File: src/rtl/alu_seq_pkg.sv
// Shared definitions for the ALU program sequencer: FSM states, opcodes and
// instruction-word field positions.
package alu_seq_pkg;

    typedef enum logic [2:0] {
        IDLE   = 3'd0,
        FETCH  = 3'd1,
        DECODE = 3'd2,
        EXEC   = 3'd3,
        HALT   = 3'd4
    } state_t;

    localparam logic [3:0] OP_PASSB = 4'd0;
    localparam logic [3:0] OP_PASSA = 4'd1;
    localparam logic [3:0] OP_ADD   = 4'd2;
    localparam logic [3:0] OP_SUB   = 4'd3;
    localparam logic [3:0] OP_AND   = 4'd4;
    localparam logic [3:0] OP_INC   = 4'd5;
    localparam logic [3:0] OP_DEC   = 4'd6;
    localparam logic [3:0] OP_OR    = 4'd7;
    localparam logic [3:0] OP_NOPC  = 4'd8;
    localparam logic [3:0] OP_ZERO  = 4'd9;
    localparam logic [3:0] OP_XOR   = 4'd10;
    localparam logic [3:0] OP_SWAP  = 4'd11;
    localparam logic [3:0] OP_NOT   = 4'd12;
    localparam logic [3:0] OP_BCLR  = 4'd13;
    localparam logic [3:0] OP_BSET  = 4'd14;
    localparam logic [3:0] OP_HALT  = 4'd15;

    localparam logic [3:0] OP_NOP = 4'b1000;

    localparam int OP_HI  = 15;
    localparam int OP_LO  = 12;
    localparam int RSV_BIT = 11;
    localparam int IDX_HI = 10;
    localparam int IDX_LO = 8;
    localparam int IMM_HI = 7;
    localparam int IMM_LO = 0;

    // Only the arithmetic ops refresh the sticky carry.
    function automatic logic updates_carry(input logic [3:0] op);
        logic res;
        case (op)
            OP_ADD, OP_SUB, OP_INC, OP_DEC: res = 1'b1;
            default:                        res = 1'b0;
        endcase
        return res;
    endfunction

endpackage

File: src/rtl/alu_sequencer.sv
// Fetch/decode/execute sequencer driving an external 8-bit ALU from a
// synchronous program store; bit-clear, bit-set and halt are handled here.
module alu_sequencer
    import alu_seq_pkg::*;
#(
    parameter int PC_W   = 8,
    parameter int DATA_W = 8
) (
    input  logic              clk,
    input  logic              reset,
    input  logic              start,
    input  logic [PC_W-1:0]   start_addr,
    output logic              prog_rd,
    output logic [PC_W-1:0]   prog_addr,
    input  logic [15:0]       prog_data,
    output logic [3:0]        alu_inst,
    output logic [DATA_W-1:0] alu_a,
    output logic [DATA_W-1:0] alu_b,
    input  logic [DATA_W-1:0] alu_ans,
    input  logic              alu_carry,
    output logic [DATA_W-1:0] acc,
    output logic              carry_flag,
    output logic              busy,
    output logic              done
);

    state_t              state_r;
    logic [PC_W-1:0]     pc_r;
    logic [15:0]         ir_r;
    logic [DATA_W-1:0]   acc_r;
    logic                carry_r;

    logic [3:0]          op_s;
    logic [2:0]          idx_s;
    logic [7:0]          imm_s;
    logic                rsv_unused_s;
    logic [3:0]          alu_inst_s;
    logic [DATA_W-1:0]   alu_b_s;

    assign op_s         = ir_r[OP_HI:OP_LO];
    assign idx_s        = ir_r[IDX_HI:IDX_LO];
    assign imm_s        = ir_r[IMM_HI:IMM_LO];
    assign rsv_unused_s = ir_r[RSV_BIT];

    // Sequencer FSM plus architectural state (pc, ir, acc, carry).
    always_ff @(posedge clk) begin
        if (reset) begin
            state_r <= IDLE;
            pc_r    <= '0;
            ir_r    <= 16'h0000;
            acc_r   <= '0;
            carry_r <= 1'b0;
        end else begin
            case (state_r)
                IDLE: begin
                    if (start) begin
                        pc_r    <= start_addr;
                        state_r <= FETCH;
                    end else begin
                        state_r <= IDLE;
                    end
                end
                FETCH: state_r <= DECODE;
                DECODE: begin
                    ir_r <= prog_data;
                    pc_r <= pc_r + PC_W'(1);
                    if (prog_data[OP_HI:OP_LO] == OP_HALT) begin
                        state_r <= HALT;
                    end else begin
                        state_r <= EXEC;
                    end
                end
                EXEC: begin
                    case (op_s)
                        OP_NOPC, OP_HALT: acc_r <= acc_r;
                        OP_BCLR:          acc_r[idx_s] <= 1'b0;
                        OP_BSET:          acc_r[idx_s] <= 1'b1;
                        default:          acc_r <= alu_ans;
                    endcase
                    if (updates_carry(op_s)) begin
                        carry_r <= alu_carry;
                    end else begin
                        carry_r <= carry_r;
                    end
                    state_r <= FETCH;
                end
                HALT:    state_r <= IDLE;
                default: state_r <= IDLE;
            endcase
        end
    end

    // ALU drive: only ALU ops in EXEC see the real opcode and immediate.
    always_comb begin
        alu_inst_s = OP_NOP;
        alu_b_s    = '0;
        if (state_r == EXEC && op_s != OP_BCLR && op_s != OP_BSET) begin
            alu_inst_s = op_s;
            alu_b_s    = DATA_W'(imm_s);
        end else begin
            alu_inst_s = OP_NOP;
            alu_b_s    = '0;
        end
    end

    assign prog_rd    = (state_r == FETCH);
    assign prog_addr  = pc_r;
    assign alu_inst   = alu_inst_s;
    assign alu_a      = acc_r;
    assign alu_b      = alu_b_s;
    assign acc        = acc_r;
    assign carry_flag = carry_r;
    assign busy       = (state_r != IDLE);
    assign done       = (state_r == HALT);

endmodule

File: config.mk
export PLATFORM = sky130hd
export DESIGN_NAME = alu_sequencer
export DESIGN_NICKNAME = d
export VERILOG_FILES = /design/src/rtl/alu_seq_pkg.sv /design/src/rtl/alu_sequencer.sv
export SDC_FILE = /design/constraint.sdc
export NUM_CORES = 1
export LEC_CHECK = 0
export CELL_PAD_IN_SITES_DETAIL_PLACEMENT = 1
export CELL_PAD_IN_SITES_GLOBAL_PLACEMENT = 2
export CORE_ASPECT_RATIO = 1.5
export CORE_UTILIZATION = 24
export DETAILED_ROUTE_END_ITERATION = 10
export GPL_ROUTABILITY_DRIVEN = 0
export HOLD_SLACK_MARGIN = 0.05
export PLACE_DENSITY_LB_ADDON = 0.12
export SYNTH_ARGS = -nofsm -noshare
export SYNTH_HDL_FRONTEND = slang
export SYNTH_SLANG_ARGS = --single-unit
File: constraint.sdc
create_clock -name clk -period 2 [get_ports clk]
set_input_delay 0.2 -clock clk [delete_from_list [all_inputs] [get_ports clk]]
set_output_delay 0.2 -clock clk [all_outputs]
set_load 0.02 [all_outputs]
==> results of run 1 <==
-- repair_timing --
item                       4_1_cts  5_1_grt
setup endpoints to repair       12       11
hold buffers                     0        0
gates resized for setup         12       14
-- layer usage --
metal / vias to the layer above / share of wire
met2: 54 / 0.52
met5: - / 0
li1: 954 / -
met4: 0 / 0.013
met1: 869 / 0.42
met3: 7 / 0.046
-- worst min-delay path by stage --
stage                          from              endpoint  slack (ps)  cells past startpoint
6_report       ir_r[6]$_SDFFE_PP0N_  ir_r[6]$_SDFFE_PP0N_         450                      2
5_1_grt        ir_r[6]$_SDFFE_PP0N_  ir_r[6]$_SDFFE_PP0N_         480                      2
4_1_cts        ir_r[6]$_SDFFE_PP0N_  ir_r[6]$_SDFFE_PP0N_         450                      2
3_5_place_dp   ir_r[6]$_SDFFE_PP0N_  ir_r[6]$_SDFFE_PP0N_         450                      2
3_3_place_gp   ir_r[4]$_SDFFE_PP0N_  ir_r[4]$_SDFFE_PP0N_         440                      2
2_1_floorplan          prog_data[0]  ir_r[0]$_SDFFE_PP0N_         340                      2
-- cells by family after synthesis --
kind of cell    Yosys count
flops                    35
fa+ha+maj                 1
buf+inv                  30
mux                       2
simple gates             99
compound gates           62
-- per-stage QoR --
stage          instance area (µm²)   util  instances  worst slack, ps
2_1_floorplan                 1880      -        229              345
3_3_place_gp                  2720  0.357        393              123
3_5_place_dp                  2720  0.357        393             93.1
4_1_cts                       2850  0.374        400             65.2
5_1_grt                       2840  0.374        400             2.85
6_report                      2840  0.374        400              127
-- registers in the layout, indices dropped and copies added (netlist names) --
| name | count |
|---|---|
| ir_r | 15 |
| state_r | 3 |
| acc | 8 |
| prog_addr | 8 |
| carry_flag | 1 |
-- final cells by class --
class                      instances  area [µm²]  area share
multi-input combinational        164        1020       0.360
timing repair buffer              89         837       0.294
sequential                        35         701       0.246
clock buffer                       6         139      0.0488
tap                              102         128      0.0449
inverter                           3        11.3     0.00396
clock inverter                     1        5.00     0.00176
-- cells in the final DEF, fill, tap and decap left out, drive strengths merged, types with 3 or more instances in the layout --
master / netlist / layout
a21oi: 22 / 22
a22o: 5 / 5
a31oi: 3 / 3
a32o: 8 / 8
and2: 12 / 12
buf: 17 / 15
clkbuf: 10 / 9
clkdlybuf4s15: 0 / 8
clkdlybuf4s50: 0 / 62
dfxtp: 35 / 35
inv: 3 / 3
nand2: 39 / 39
nand3: 3 / 3
nand3b: 4 / 4
nand4: 3 / 3
nor2: 9 / 9
nor3: 6 / 6
nor3b: 7 / 7
o21ai: 12 / 12
-- worst max-delay path: cells and delay by family (launching register included) --
kind	cells	cell delay (ps)
flops	1	360
simple gates	3	530
buf+inv	2	500
-- report_power, final --
group	switching, µW	internal [µW]
combinational	189	200
sequential	41.4	740
clock	288	486
==> flow_summary.ini, run 1 <==
[power_and_ir_drop]
ir_drop_v = 0.000286
power.total_uw = 1940
powerDensity_nw_per_um2 = 684
p_leak_uw = 0.00106

[worst_setup_path]
end_kind = output port
r2r_start = state_r[1]$_SDFF_PP0_
path_max_fanout = 11
cp_slowest_cell = dfxtp_1
r2r-end = prog_addr[1]$_SDFFE_PP0P_
slowest_delay_ps = 360
crit_required_ps = 1800
arrival_ps = 1670
start_kind = flip-flop
crit_start = ir_r[12]$_SDFFE_PP0N_
path_cells = and4b_1, nor3_1, buf_4, and2_1, clkdlybuf4s15_1
rr_worst_depth = 5
crit_end = alu_b[1]
reg2reg_setup_slack_ps = 380
critPathKind = reg2out

[yosys]
dominantRegCellSynth = dfxtp_1
ys_top_cells_by_count = nand2_1 (39), dfxtp_1 (35), a21oi_1 (22)
yosysWarnings = 0
yosys.area_share.simple = 0.299
synthMuxAreaShare = 0.0107
synth_edf_count = 0
yosys.area.top_type_share = 0.373
syn_inst = 229
yosys_register_bits = 35
synth_top_family_by_area = simple AND/OR/NAND/NOR gates
yosys.area.top_type = dfxtp_1
yosysMostFrequentCell = nand2_1
synth.distinct_cells = 47
synthAdderAreaFrac = 0.00667
synth_compound_area_frac = 0.225
syn-num-nets = 266
synthTopCellsByArea = dfxtp_1 (37%), nand2_1 (7.8%), a21oi_1 (5.9%)
yosysSeqAreaShare = 0.373
syn_area_um2 = 1880
synth.avg_cell_area_um2 = 8.20
synth-xor-area-share = 0
postSynth.asyncResetShare = 0

[global_route]
use_met3 = 0.0318
grt_pass1_vias = 1824
grt_pass1_wl_um = 9030
track_usage = 0.146
grt_use_met1 = 0.160
grtUsageMet2 = 0.269
antenna_found_initial = 0
grt_max_degree = 29
busiest_layer = met2
overflow = 0

[placed_design]
portBuffers = 74
dp_hpwl_um = 4200

[routing]
first_pass_iters = 4
via_per_inst = 4.71
drt_wl_total_um = 5710
drc = 0
wl_per_cell_um = 14.3
dr.first_iter.drc_count = 35
vias = 1884
ant_nets = 0

[floorplan]
dieArea_um2 = 8190
rows = 39
start_util = 0.247
core_um2 = 7610
ios = 76
die_y_um = 110
die_x_um = 74.2

[clock_tree]
cts.sinks = 35
insertion_delay_ps = 280
clock_path_buffers = 2
cts_setup_buffers = 0
cts_tree = done
cts_made_buffers = 5
htree_levels = 2
cts-root-buf = clkbuf_16
clk_pin_slew_ps = 50

[sta]
slew_viol_final = 0
fin_hold_ws_ps = 449
rsz0062_at_grt = false
setup_viol = 0
worst_slew_pin_slew_ps = 692
fmax_mhz = 534
tns_ps = 0
period_share = 0.937
slew_headroom = 0.535
fin_crit_ps = 1870
skew_ps = 1.09
hold_violations = 0

[cells_and_area]
fillerInstances = 917
fin_nets = 335
syn2layout_area_growth_pct = 51.5
insertedDiodeCount = 0
drive_gt1_frac = 0.117

[worst_hold_path]
hp-class = reg2reg

[outcome]
status = completed

[flow_run]
max-cap-violations = 0
(Power assumes the default switching activity.)
==> run 2, diff against run 1 <==
Clock period 2 ns to 1.92 ns, I/O delays scaled along.
==> run 2 against run 1 <==
Against the previous run: die area stayed put; clock skew is 1.9 ps higher; register-to-register slack worse by 80 ps; combinational power is 4% higher; count of clock-buffer cells in the layout is 2 higher; non-clock buffer count is 3 higher; utilization hardly changed; sequential power is 4.2% higher.
==> flow_summary.ini, run 2 (synthesis gave the netlist of run 1 again) <==
[global_route]
grt_pass1_wl_um = 9160
track_usage = 0.148
antenna_found_initial = 0
grt_pass1_vias = 1893
overflow = 0
grt_max_degree = 28

[floorplan]
core_um2 = 7610
start_util = 0.247
rows = 39
die_x_um = 74.2
ios = 76
dieArea_um2 = 8190
die_y_um = 110

[flow_run]
max-cap-violations = 0

[sta]
fin_crit_ps = 1790
slew_headroom = 0.531
tns_ps = 0
hold_violations = 0
fmax_mhz = 560
worst_slew_pin_slew_ps = 698
setup_viol = 0
skew_ps = 2.96
period_share = 0.930
slew_viol_final = 0
rsz0062_at_grt = false

[worst_setup_path]
critPathKind = reg2out
r2r_start = state_r[1]$_SDFF_PP0_
crit_start = state_r[1]$_SDFF_PP0_
path_max_fanout = 8
start_kind = flip-flop
arrival_ps = 1590
r2r-end = prog_addr[1]$_SDFFE_PP0P_
rr_worst_depth = 5
crit_required_ps = 1730
end_kind = output port
reg2reg_setup_slack_ps = 300
crit_end = done

[cells_and_area]
syn2layout_area_growth_pct = 51.6
drive_gt1_frac = 0.156
final_common_cell = clkdlybuf4s50_1
stdcell_count = 404
fin_area_um2 = 2850
fin_nets = 338
largest_reg_flops = 15
post-route-util = 0.374
layout_common_cells = clkdlybuf4s50_1 (60), nand2_1 (39), dfxtp_1 (35), a21oi_1 (22), buf_4 (18)
insertedDiodeCount = 0
top_register = ir_r

[routing]
drt_wl_total_um = 5730
first_pass_iters = 4
drc = 0
dr_wl_met3_um = 241
wl_met2_um = 2920
vias = 1911
maxUsedRoutingLayer = met4
via_per_inst = 4.73
wl_met1_um = 2460
wl_per_cell_um = 14.2
dr.first_iter.drc_count = 23
ant_nets = 0

[placed_design]
dp_hpwl_um = 4300
placed_cells = 396
dpl_cell_area_um2 = 2740
portBuffers = 74

[clock_tree]
cts-root-buf = clkbuf_16
cts_tree = done
clk_pin_slew_ps = 50
cts_made_buffers = 5
clock_path_buffers = 2
cts.sinks = 35
htree_levels = 2
insertion_delay_ps = 280
cts_setup_buffers = 0

[worst_hold_path]
hp-class = reg2reg

[outcome]
status = completed

[power_and_ir_drop]
p_leak_uw = 0.00109
powerDensity_nw_per_um2 = 729
ir_drop_v = 0.000314
[run 2: changes by cell type in the layout (fill, tap and decap cells not counted), moves of 2 or more]
cell,change
clkdlybuf4s50_1,-2
buf_4,+3
clkbuf_2,+8
clkdlybuf4s15_1,-8
[run 2: through the flow]
stage | setup slack (ps) | hold WS (ps) | power [µW]
3_5_place_dp | -52.0 | 446 | 1250
5_1_grt | 71.3 | 474 | 2190
3_3_place_gp | -43.7 | 443 | 1240
4_1_cts | 1.42 | 455 | 2120
6_report | 134 | 450 | 2070
2_1_floorplan | 273 | 328 | 1040
[run 2: area by class of cell]
cell class | count | area [µm²]
timing repair buffer | 92 | 821
fill | 921 | 4770
sequential | 35 | 701
clock buffer | 8 | 156
multi-input combinational | 164 | 1030
tap | 102 | 128
inverter | 3 | 11.3
[run 2: what timing repair did]
| action | CTS | global route |
|---|---|---|
| hold buffers | 0 | 0 |
| gates resized for setup | 15 | 22 |
| setup endpoints to repair | 13 | 12 |
[run 2: worst min path at each step]
| stage | slack [ps] | start | end | cells after the start |
|---|---|---|---|---|
| final | 450 | ir_r[0]$_SDFFE_PP0N_ | ir_r[0]$_SDFFE_PP0N_ | 2 |
| after global routing | 470 | ir_r[0]$_SDFFE_PP0N_ | ir_r[0]$_SDFFE_PP0N_ | 2 |
| after CTS | 460 | ir_r[2]$_SDFFE_PP0N_ | ir_r[2]$_SDFFE_PP0N_ | 2 |
| after detailed placement | 450 | ir_r[0]$_SDFFE_PP0N_ | ir_r[0]$_SDFFE_PP0N_ | 2 |
| after global placement | 440 | ir_r[7]$_SDFFE_PP0N_ | ir_r[7]$_SDFFE_PP0N_ | 2 |
| after floorplan | 330 | prog_data[0] | ir_r[0]$_SDFFE_PP0N_ | 2 |
[run 2: metal layers]
layer | global-route usage | up-vias
li1 | - | 957
met1 | 0.169 | 893
met2 | 0.262 | 52
met3 | 0.0300 | 9
met4 | 0.0591 | 0
met5 | 0 | -
[run 2: power by group]
part / switching, µW / total, µW / internal (µW)
registers: 43.7 / 815 / 771
clock network: 301 / 853 / 552
logic: 196 / 405 / 209
total: 541 / 2070 / 1530
[run 2: critical path, cell delays in order, from the launching register on]
cell             delay [ps]
dfxtp_1                 330
buf_4                   170
nor3b_1                 190
clkdlybuf4s50_1         630
==> run 3, diff against run 2 <==
Settings changed: ABC_AREA set to 1, CORE_MARGIN set to 5, CORE_UTILIZATION 24 to 22.
==> run 3 against run 2 <==
Against the previous run: count of clock-buffer cells in the layout decreased by 2; flip-flop and latch count unchanged; synthesized cell count increased by 39%; register-to-register slack improved by 150 ps; die area increased by 36%; utilization decreased by 3.4 points; critical endpoint is now alu_inst[0]; largest power group is now registers; highest routed layer unchanged.
==> flow_summary.ini, run 3 <==
[outcome]
status = completed

[floorplan]
dieArea_um2 = 11200
rows = 42
start_util = 0.226
core_um2 = 8880
ios = 76
die_x_um = 87.9
die_y_um = 127

[global_route]
grtUsageMet2 = 0.237
antenna_found_initial = 0
track_usage = 0.126
grt_pass1_wl_um = 11000
grt_max_degree = 33
grt_use_met1 = 0.133
grt_pass1_vias = 2336
overflow = 0
use_met3 = 0.0318
busiest_layer = met2

[worst_hold_path]
hp-class = reg2reg

[yosys]
yosys.area.top_type = dfxtp_1
postSynth.asyncResetShare = 0
yosys.area.top_type_share = 0.350
synth.avg_cell_area_um2 = 6.30
yosysMostFrequentCell = nand2_1
syn_area_um2 = 2000
synth.distinct_cells = 23
ys_top_cells_by_count = nand2_1 (88), inv_1 (42), nor2_1 (38)
synthTopCellsByArea = dfxtp_1 (35%), nand2_1 (16%), inv_1 (7.9%)
synth_edf_count = 0
syn-num-nets = 355
yosys_register_bits = 35
yosysSeqAreaShare = 0.350
dominantRegCellSynth = dfxtp_1
syn_inst = 318
yosysWarnings = 0

[cells_and_area]
final_common_cell = nand2_1
largest_reg_flops = 15
drive_gt1_frac = 0.0861
fillerInstances = 1148
layout_common_cells = nand2_1 (87), clkdlybuf4s50_1 (61), inv_1 (42), nor2_1 (38), dfxtp_1 (32)
fin_nets = 431
top_register = ir_r
syn2layout_area_growth_pct = 50.4
insertedDiodeCount = 0

[worst_setup_path]
start_kind = flip-flop
crit_required_ps = 1730
critPathKind = reg2out
arrival_ps = 1600
end_kind = output port
path_max_fanout = 10

[placed_design]
portBuffers = 74
dp_hpwl_um = 5180
post-place-ws_ps = 117

[routing]
ant_nets = 0
wl_per_cell_um = 13.1
first_pass_iters = 3
dr.first_iter.drc_count = 40
drt_wl_total_um = 6620
via_per_inst = 4.40
drc = 0
vias = 2222

[sta]
worst_slew_pin_slew_ps = 409
slew_viol_final = 0
fmax_mhz = 557
slew_headroom = 0.727
fin_crit_ps = 1800
period_share = 0.935
setup_viol = 0
tns_ps = 0
skew_ps = 6.33
worst_slack_ps = 125
hold_violations = 0
rsz0062_at_grt = false

[power_and_ir_drop]
switchingPower_uw = 694
powerDensity_nw_per_um2 = 746
combPwrFrac = 0.236
intPower_uw = 1560
clkPwrFrac = 0.381
switching_share = 0.308
p_seq_frac = 0.383
p_leak_uw = 0.00133
ir_drop_v = 0.000321
power.total_uw = 2250

[clock_tree]
htree_levels = 2
cts_made_buffers = 5
cts.sinks = 35
clk_pin_slew_ps = 60
insertion_delay_ps = 290
cts-root-buf = clkbuf_16
cts_tree = done
clock_path_buffers = 2

[flow_run]
max-cap-violations = 0
run 3: cell count changes after synthesis, moves of 10 or more:
cell     before  now
nand2_1      39   88
inv_1         3   42
nor2_1        8   38
nand3_1       3   27
o21ai_0      12   26
and2_1       12    2
run 3: layout make-up:
| type | instances | area [µm²] | area share |
|---|---|---|---|
| Multi-Input combinational cell | 221 | 1030 | 0.340 |
| Timing Repair Buffer | 84 | 816 | 0.271 |
| Sequential cell | 35 | 704 | 0.234 |
| Inverter | 47 | 176 | 0.0585 |
| Clock buffer | 6 | 139 | 0.0461 |
| Tap cell | 110 | 138 | 0.0456 |
| Clock inverter | 2 | 16.3 | 0.00539 |
run 3: power by group through the flow:
stage                     logic [µW]  registers (µW)  clock network [µW]
after floorplan                  274             900                   0
after global placement           540             874                   0
after detailed placement         545             876                   0
after CTS                        546             861                 891
after global routing             601             875                 920
final                            531             862                 856
run 3: cell families (layout without fill, tap and decap cells):
family / Yosys count / count (layout) / synth area share
simple gates: 170 / 170 / 0.378
buf+inv: 62 / 139 / 0.140
compound gates: 50 / 50 / 0.126
flops: 35 / 35 / 0.350
fa+ha+maj: 1 / 1 / 0.00624
run 3: per-stage QoR:
stage	hold WS, ps	instance area (µm²)	util	std cells
2_1_floorplan	327	2000	-	318
3_3_place_gp	443	2860	0.322	496
3_5_place_dp	453	2860	0.322	496
4_1_cts	462	3000	0.338	504
5_1_grt	485	3020	0.340	505
6_report	454	3020	0.340	505
run 3: metal layers:
metal / vias up / share of wire
met5: - / 0
met3: 7 / 0.061
li1: 1142 / -
met1: 1026 / 0.37
met4: 0 / 0.013
met2: 47 / 0.55
run 3: repair_timing:
action,in CTS,in global routing
hold buffers,0,0
pin swaps,0,1
endpoints found under the setup margin,12,3
buffers inserted,0,1
gates resized for setup,12,5
run 3: worst max-delay path, cell delays in order (launching register included):
cell and delay [ps]:
dfxtp_2 350, nand2_2 100, nor3_4 220, nor2_4 60, nand2_4 130, inv_2 50, nand2_1 50, inv_1 30
dlygate4sd2_1 300
run 3: path summary, 6_finish.rpt:
check | slack, ps | cells past startpoint | start | end
worst max register to register | 450 | 8 | state_r[1]$_SDFF_PP0_ | acc[0]$_SDFFE_PP0P_
worst min-delay path | 450 | 2 | ir_r[2]$_SDFFE_PP0N_ | ir_r[2]$_SDFFE_PP0N_
worst min register to register | 450 | 2 | ir_r[2]$_SDFFE_PP0N_ | ir_r[2]$_SDFFE_PP0N_
worst max-delay path | 120 | 8 | ir_r[14]$_SDFFE_PP0N_ | alu_inst[0]
